File: config.mk
export PLATFORM = sky130hd
export DESIGN_NAME = cluster_acc_dispatch
export DESIGN_NICKNAME = d
export VERILOG_FILES = /design/src/rtl/cluster_acc_dispatch.sv
export SDC_FILE = /design/constraint.sdc
export NUM_CORES = 1
export LEC_CHECK = 0
export ABC_AREA = 1
export BUFFER_PORTS_ARGS = -buffer_cell sky130_fd_sc_hd__buf_2
export CAP_MARGIN = 20
export CELL_PAD_IN_SITES_DETAIL_PLACEMENT = 1
export CELL_PAD_IN_SITES_GLOBAL_PLACEMENT = 1
export CORE_MARGIN = 2
export CORE_UTILIZATION = 42
export DETAILED_ROUTE_END_ITERATION = 7
export PLACE_DENSITY_LB_ADDON = 0.1
export SETUP_SLACK_MARGIN = 0.4
export SLEW_MARGIN = 30
export SYNTH_ARGS = -nofsm -noshare
export SYNTH_HDL_FRONTEND = slang
export SYNTH_SLANG_ARGS = --single-unit
File: constraint.sdc
create_clock -name clk_i -period 3.7 [get_ports clk_i]
set_input_delay 0.185 -clock clk_i [delete_from_list [all_inputs] [get_ports clk_i]]
set_output_delay 0.185 -clock clk_i [all_outputs]
set_load 0.05 [all_outputs]
File: src/rtl/cluster_acc_dispatch.sv
// Fans requests out to a set of accelerator clusters (broadcast or unicast) and returns the
// responses in request order, merging broadcast responses into one.
module cluster_acc_dispatch #(
  parameter int NrClusters     = 4,
  parameter int ReqWidth       = 64,
  parameter int RespWidth      = 64,
  parameter int RespDepth      = 4,
  parameter int MaxOutstanding = 8,
  parameter int LeadCluster    = 0,
  localparam int DstWidth      = (NrClusters > 1) ? $clog2(NrClusters) : 1,
  localparam int OutWidth      = $clog2(MaxOutstanding + 1)
) (
  input  logic                                  clk_i,
  input  logic                                  rst_ni,
  input  logic                                  req_valid_i,
  output logic                                  req_ready_o,
  input  logic [ReqWidth-1:0]                   req_data_i,
  input  logic                                  req_bcast_i,
  input  logic [DstWidth-1:0]                   req_dst_i,
  output logic [NrClusters-1:0]                 cl_req_valid_o,
  input  logic [NrClusters-1:0]                 cl_req_ready_i,
  output logic [NrClusters-1:0][ReqWidth-1:0]   cl_req_data_o,
  input  logic [NrClusters-1:0]                 cl_resp_valid_i,
  output logic [NrClusters-1:0]                 cl_resp_ready_o,
  input  logic [NrClusters-1:0][RespWidth-1:0]  cl_resp_data_i,
  input  logic [NrClusters-1:0]                 cl_resp_err_i,
  output logic                                  resp_valid_o,
  input  logic                                  resp_ready_i,
  output logic [RespWidth-1:0]                  resp_data_o,
  output logic                                  resp_err_o,
  output logic [OutWidth-1:0]                   outstanding_o
);

  localparam int OrdPtrW = $clog2(MaxOutstanding);
  localparam int RspPtrW = $clog2(RespDepth);
  localparam int RspCntW = $clog2(RespDepth + 1);
  localparam logic [OutWidth-1:0] MaxOut = OutWidth'(MaxOutstanding);

  logic [NrClusters-1:0] target, head_target, cl_hs, cl_done;
  logic [NrClusters-1:0] sent_reg, sent_next;
  logic [NrClusters-1:0] rsp_nonempty, head_err;
  logic [NrClusters-1:0][RespWidth:0] rsp_head;
  logic [OutWidth-1:0] outstanding_reg, outstanding_next;
  logic [OrdPtrW-1:0] ord_wr_reg, ord_rd_reg;
  logic [DstWidth:0] ord_mem [MaxOutstanding];
  logic head_bcast;
  logic [DstWidth-1:0] head_dst;
  logic can_issue, accept, resp_pop;

  assign can_issue = outstanding_reg < MaxOut;
  assign req_ready_o = can_issue & (&cl_done);
  assign accept = req_valid_i & req_ready_o;
  assign {head_bcast, head_dst} = ord_mem[ord_rd_reg];
  // The order FIFO holds exactly the in-flight requests, so the counter doubles as its fill level.
  assign resp_valid_o = (outstanding_reg != '0) & (&(~head_target | rsp_nonempty));
  assign resp_pop = resp_valid_o & resp_ready_i;
  assign outstanding_o = outstanding_reg;

  genvar gi;
  generate
    for (gi = 0; gi < NrClusters; gi++) begin : g_cluster
      logic [RespWidth:0] mem [RespDepth];
      logic [RspPtrW-1:0] wr_reg, rd_reg;
      logic [RspCntW-1:0] cnt_reg;
      logic push, pop;

      assign target[gi]         = req_bcast_i | (req_dst_i == DstWidth'(gi));
      assign head_target[gi]    = head_bcast | (head_dst == DstWidth'(gi));
      assign cl_req_data_o[gi]  = req_data_i;
      assign cl_req_valid_o[gi] = req_valid_i & target[gi] & ~sent_reg[gi] & can_issue;
      assign cl_hs[gi]          = cl_req_valid_o[gi] & cl_req_ready_i[gi];
      assign cl_done[gi]        = ~target[gi] | sent_reg[gi] | cl_hs[gi];

      // Ready looks only at the current fill level, never at a same-cycle pop.
      assign cl_resp_ready_o[gi] = cnt_reg != RspCntW'(RespDepth);
      assign push             = cl_resp_valid_i[gi] & cl_resp_ready_o[gi];
      assign pop              = resp_pop & head_target[gi];
      assign rsp_nonempty[gi] = cnt_reg != '0;
      assign rsp_head[gi]     = mem[rd_reg];
      assign head_err[gi]     = rsp_head[gi][RespWidth];

      always_ff @(posedge clk_i) begin
        if (push) mem[wr_reg] <= {cl_resp_err_i[gi], cl_resp_data_i[gi]};
      end

      always_ff @(posedge clk_i) begin
        if (!rst_ni) begin
          wr_reg  <= '0;
          rd_reg  <= '0;
          cnt_reg <= '0;
        end else begin
          if (push) wr_reg <= (wr_reg == RspPtrW'(RespDepth - 1)) ? '0 : wr_reg + 1'b1;
          if (pop)  rd_reg <= (rd_reg == RspPtrW'(RespDepth - 1)) ? '0 : rd_reg + 1'b1;
          case ({push, pop})
            2'b10:   cnt_reg <= cnt_reg + 1'b1;
            2'b01:   cnt_reg <= cnt_reg - 1'b1;
            default: cnt_reg <= cnt_reg;
          endcase
        end
      end
    end
  endgenerate

  always_comb begin
    sent_next = sent_reg;
    if (accept) sent_next = '0;
    else if (req_valid_i) sent_next = sent_reg | cl_hs;
  end

  always_comb begin
    outstanding_next = outstanding_reg;
    case ({accept, resp_pop})
      2'b10:   outstanding_next = outstanding_reg + 1'b1;
      2'b01:   outstanding_next = outstanding_reg - 1'b1;
      default: outstanding_next = outstanding_reg;
    endcase
  end

  always_comb begin
    resp_data_o = '0;
    resp_err_o  = 1'b0;
    if (resp_valid_o) begin
      if (head_bcast) begin
        resp_data_o = rsp_head[LeadCluster][RespWidth-1:0];
        resp_err_o  = |head_err;
      end else begin
        resp_data_o = rsp_head[head_dst][RespWidth-1:0];
        resp_err_o  = head_err[head_dst];
      end
    end
  end

  always_ff @(posedge clk_i) begin
    if (accept) ord_mem[ord_wr_reg] <= {req_bcast_i, req_dst_i};
  end

  always_ff @(posedge clk_i) begin
    if (!rst_ni) begin
      sent_reg        <= '0;
      outstanding_reg <= '0;
      ord_wr_reg      <= '0;
      ord_rd_reg      <= '0;
    end else begin
      sent_reg        <= sent_next;
      outstanding_reg <= outstanding_next;
      if (accept)   ord_wr_reg <= (ord_wr_reg == OrdPtrW'(MaxOutstanding - 1)) ? '0 : ord_wr_reg + 1'b1;
      if (resp_pop) ord_rd_reg <= (ord_rd_reg == OrdPtrW'(MaxOutstanding - 1)) ? '0 : ord_rd_reg + 1'b1;
    end
  end

endmodule

==> out/summary.txt <==
Root Driver: clkbuf_16
gpl congestion: 0.833
CP Max Fanout: 7
startpoint types: register
Final min period: 3510 ps
Peak VDD IR: 0.000370 V
Largest register FFs: 1040
fillers: 10700
PortBufs: 353
CTS Buf Count: 118
non-filler cells, final: 5632
max cap viols: 0
M1 WL: 64800 um
die height: 335 um
Leak Pwr: 20.4 nW
Starting Density: 0.423
register area share after synthesis: 0.717
Layout area overhead: 25.3%
placed insts: 5045
outcome: finished clean
CTS sink cnt: 1117
min-delay worst type: in2reg
Power Dens Cells: 533 mW/mm^2
design area: 0.0577 sq mm
cell area after placement: 0.0483 sq mm
initial antenna violation count: 38
Cell variety after synth: 36
H-tree depth: 3
Detail Placement HPWL: 101000 um
DRC Markers: 0
CTS clk-pin slew, worst paths: 60 ps
Routed met2 length: 80100 um
largest net degree at the start of global routing: 73
count of final max-slew check failures: 0
CP Class: reg2out
synthesized cell area: 0.0460 sq mm
Setup crit end kind: output port
I/O pin count: 674
per-cell routed wire length: 29.0 um
Syn Area/Cell: 12.6 sq um
share of the synthesized area in the top cell type: 0.694
CTS max path bufs: 3
Synthesized Nets: 4023
Cells after Synth: 3648
wire length on met3: 12300 um
Die W: 335 um
gr usage total: 0.282
Core ar.: 0.109 sq mm
CTS tree: yes
first-pass GRT wire length: 230000 um
Worst-Margin Slew: 878 ps
area leader, netlist: edfxtp_1
routed via count: 32000
worst hold start: rst_ni
worst hold margin: 122 ps
top post-synthesis cells by area: edfxtp_1 (69%), o21ai_0 (5.8%), nor2_1 (4.3%)
share of cells above drive strength 1: 0.230
part of the cycle the worst path needs: 0.948
Synth warnings: 0
CP arrival: 3320 ps
clk_lat worst skew: 720 ps
Starting DRT DRC Count: 2467
Avg Vias per Cell: 5.67
endpoints failing setup: 0
Hold Fails Final Rpt: 0
Critical Path RT: 3510 ps
skew final: 24.7 ps
ANT nets after route: 0
vias in the first global route: 33500
Top Layer Used: met5
TritonRoute pass-1 iters: 5
Routed WL: 163000 um
RSZ-0062 raised after global routing: true
synthesized flop and latch total: 1117
Worst slew margin: 0.414
FMAX: 285 MHz
num rows: 121
Die Area: 0.112 sq mm
GRT Residual Overflow: 0
NumNets Final: 4470
==> worst max-delay path: stages (launching register included) <==
cell,delay (ps)
dfxtp_4,410
buf_6,150
nand2_2,60
nand3_4,90
nand2_2,60
nand2_2,70
nand2_4,100
nand2_8,90
buf_16,150
clkinvlp_4,160
buf_12,160
o211ai_1,140
o211ai_1,350
nand2_1,170
o21ai_2,80
nor2_4,170
buf_12,160
==> logic make-up (layout without fill, tap and decap cells) <==
group	count (synthesis)	count (layout)	synth area share
adders and majority gates	36	36	0.0106
buffers and inverters	589	1138	0.0711
AOI/OAI and AO/OA	1023	1023	0.124
and+or+nand+nor	882	882	0.0771
xor gates and xnor gates	1	1	0.000190
other	0	21	0
DFF	1117	1117	0.717
==> power by group <==
| part | internal [W] | switching [W] | leakage [nW] |
|---|---|---|---|
| sequential | 0.0145 | 0.000168 | 10.2 |
| combinational | 0.00135 | 0.00266 | 8.22 |
| clock | 0.00704 | 0.00505 | 1.93 |
==> what timing repair did <==
action	4_1_cts	5_1_grt
buffers inserted	29	23
setup endpoints to repair	71	72
hold endpoints to repair	1078	0
hold buffers	271	0
pin swaps	39	49
resized for setup	300	175
gates cloned	16	5
==> final timing paths <==
check,end,slack [ps],cells after the start
max,resp_data_o[59],190,16
max reg2reg,g_cluster[1].cnt_reg[2],400,21
min,register,120,3
min reg2reg,sent_reg[2],490,2
==> layout make-up <==
type / instances / area (sq um) / share of cell area
tap: 1414 / 1770 / 0.0307
timing repair buffer: 794 / 7400 / 0.128
sequential: 1117 / 33000 / 0.573
clock buffer: 150 / 3180 / 0.0551
timing repair inverter: 1 / 8.76 / 0.000152
inverter: 121 / 564 / 0.00979
multi-input combinational: 1942 / 10900 / 0.189
antenna: 21 / 52.6 / 0.000911
clock inverter: 72 / 768 / 0.0133
==> stage by stage <==
stage / worst slack [ps] / util / total power (W) / setup TNS [ps]
floorplan: -678 / - / 0.0171 / -701800
finish: 193 / 0.530 / 0.0308 / 0
global placement: 347 / 0.444 / 0.0178 / 0
global route: 150 / 0.530 / 0.0316 / 0
CTS: 202 / 0.521 / 0.0307 / 0
detailed placement: 154 / 0.444 / 0.0179 / 0
==> per-layer routing <==
| metal | global-route usage | vias up |
|---|---|---|
| met5 | 0.00434 | - |
| met4 | 0.100 | 28 |
| met3 | 0.0618 | 276 |
| met2 | 0.474 | 1236 |
| met1 | 0.360 | 16400 |
| li1 | - | 14000 |
==> cell usage in the layout (no fill, tap or decap), types with 28 or more instances in the layout <==
cell type / instances
edfxtp_1: 1064
nor2_1: 494
o21ai_0: 459
buf_2: 288
dlygate4sd3_1: 271
nand2_1: 209
o22ai_1: 192
a21oi_1: 151
clkbuf_16: 125
inv_1: 105
buf_4: 92
buf_12: 51
nor2_4: 50
buf_6: 50
o21ai_1: 48
a22oi_1: 45
dfxtp_1: 42
nor2_2: 40
o22ai_2: 36
o21ai_2: 30
nand2_2: 28
ha_1: 28
==> synthesized netlist by cell type, drive strengths merged <==
cell / count
edfxtp: 1064
nor2: 584
o21ai: 539
buf: 301
nand2: 252
o22ai: 230
clkbuf: 167
a21oi: 152
inv: 119
dfxtp: 53
a22oi: 50
ha: 31
nand3: 21
o211ai: 21
nand4: 12
a32o: 11
o221ai: 9
nor3: 7
a211oi: 5
fa: 5
a32oi: 4
or2: 4
a31oi: 2
clkinv: 2
and2: 1
nor4: 1
xnor2: 1
Note: power is estimated with default switching activity, not from simulation.
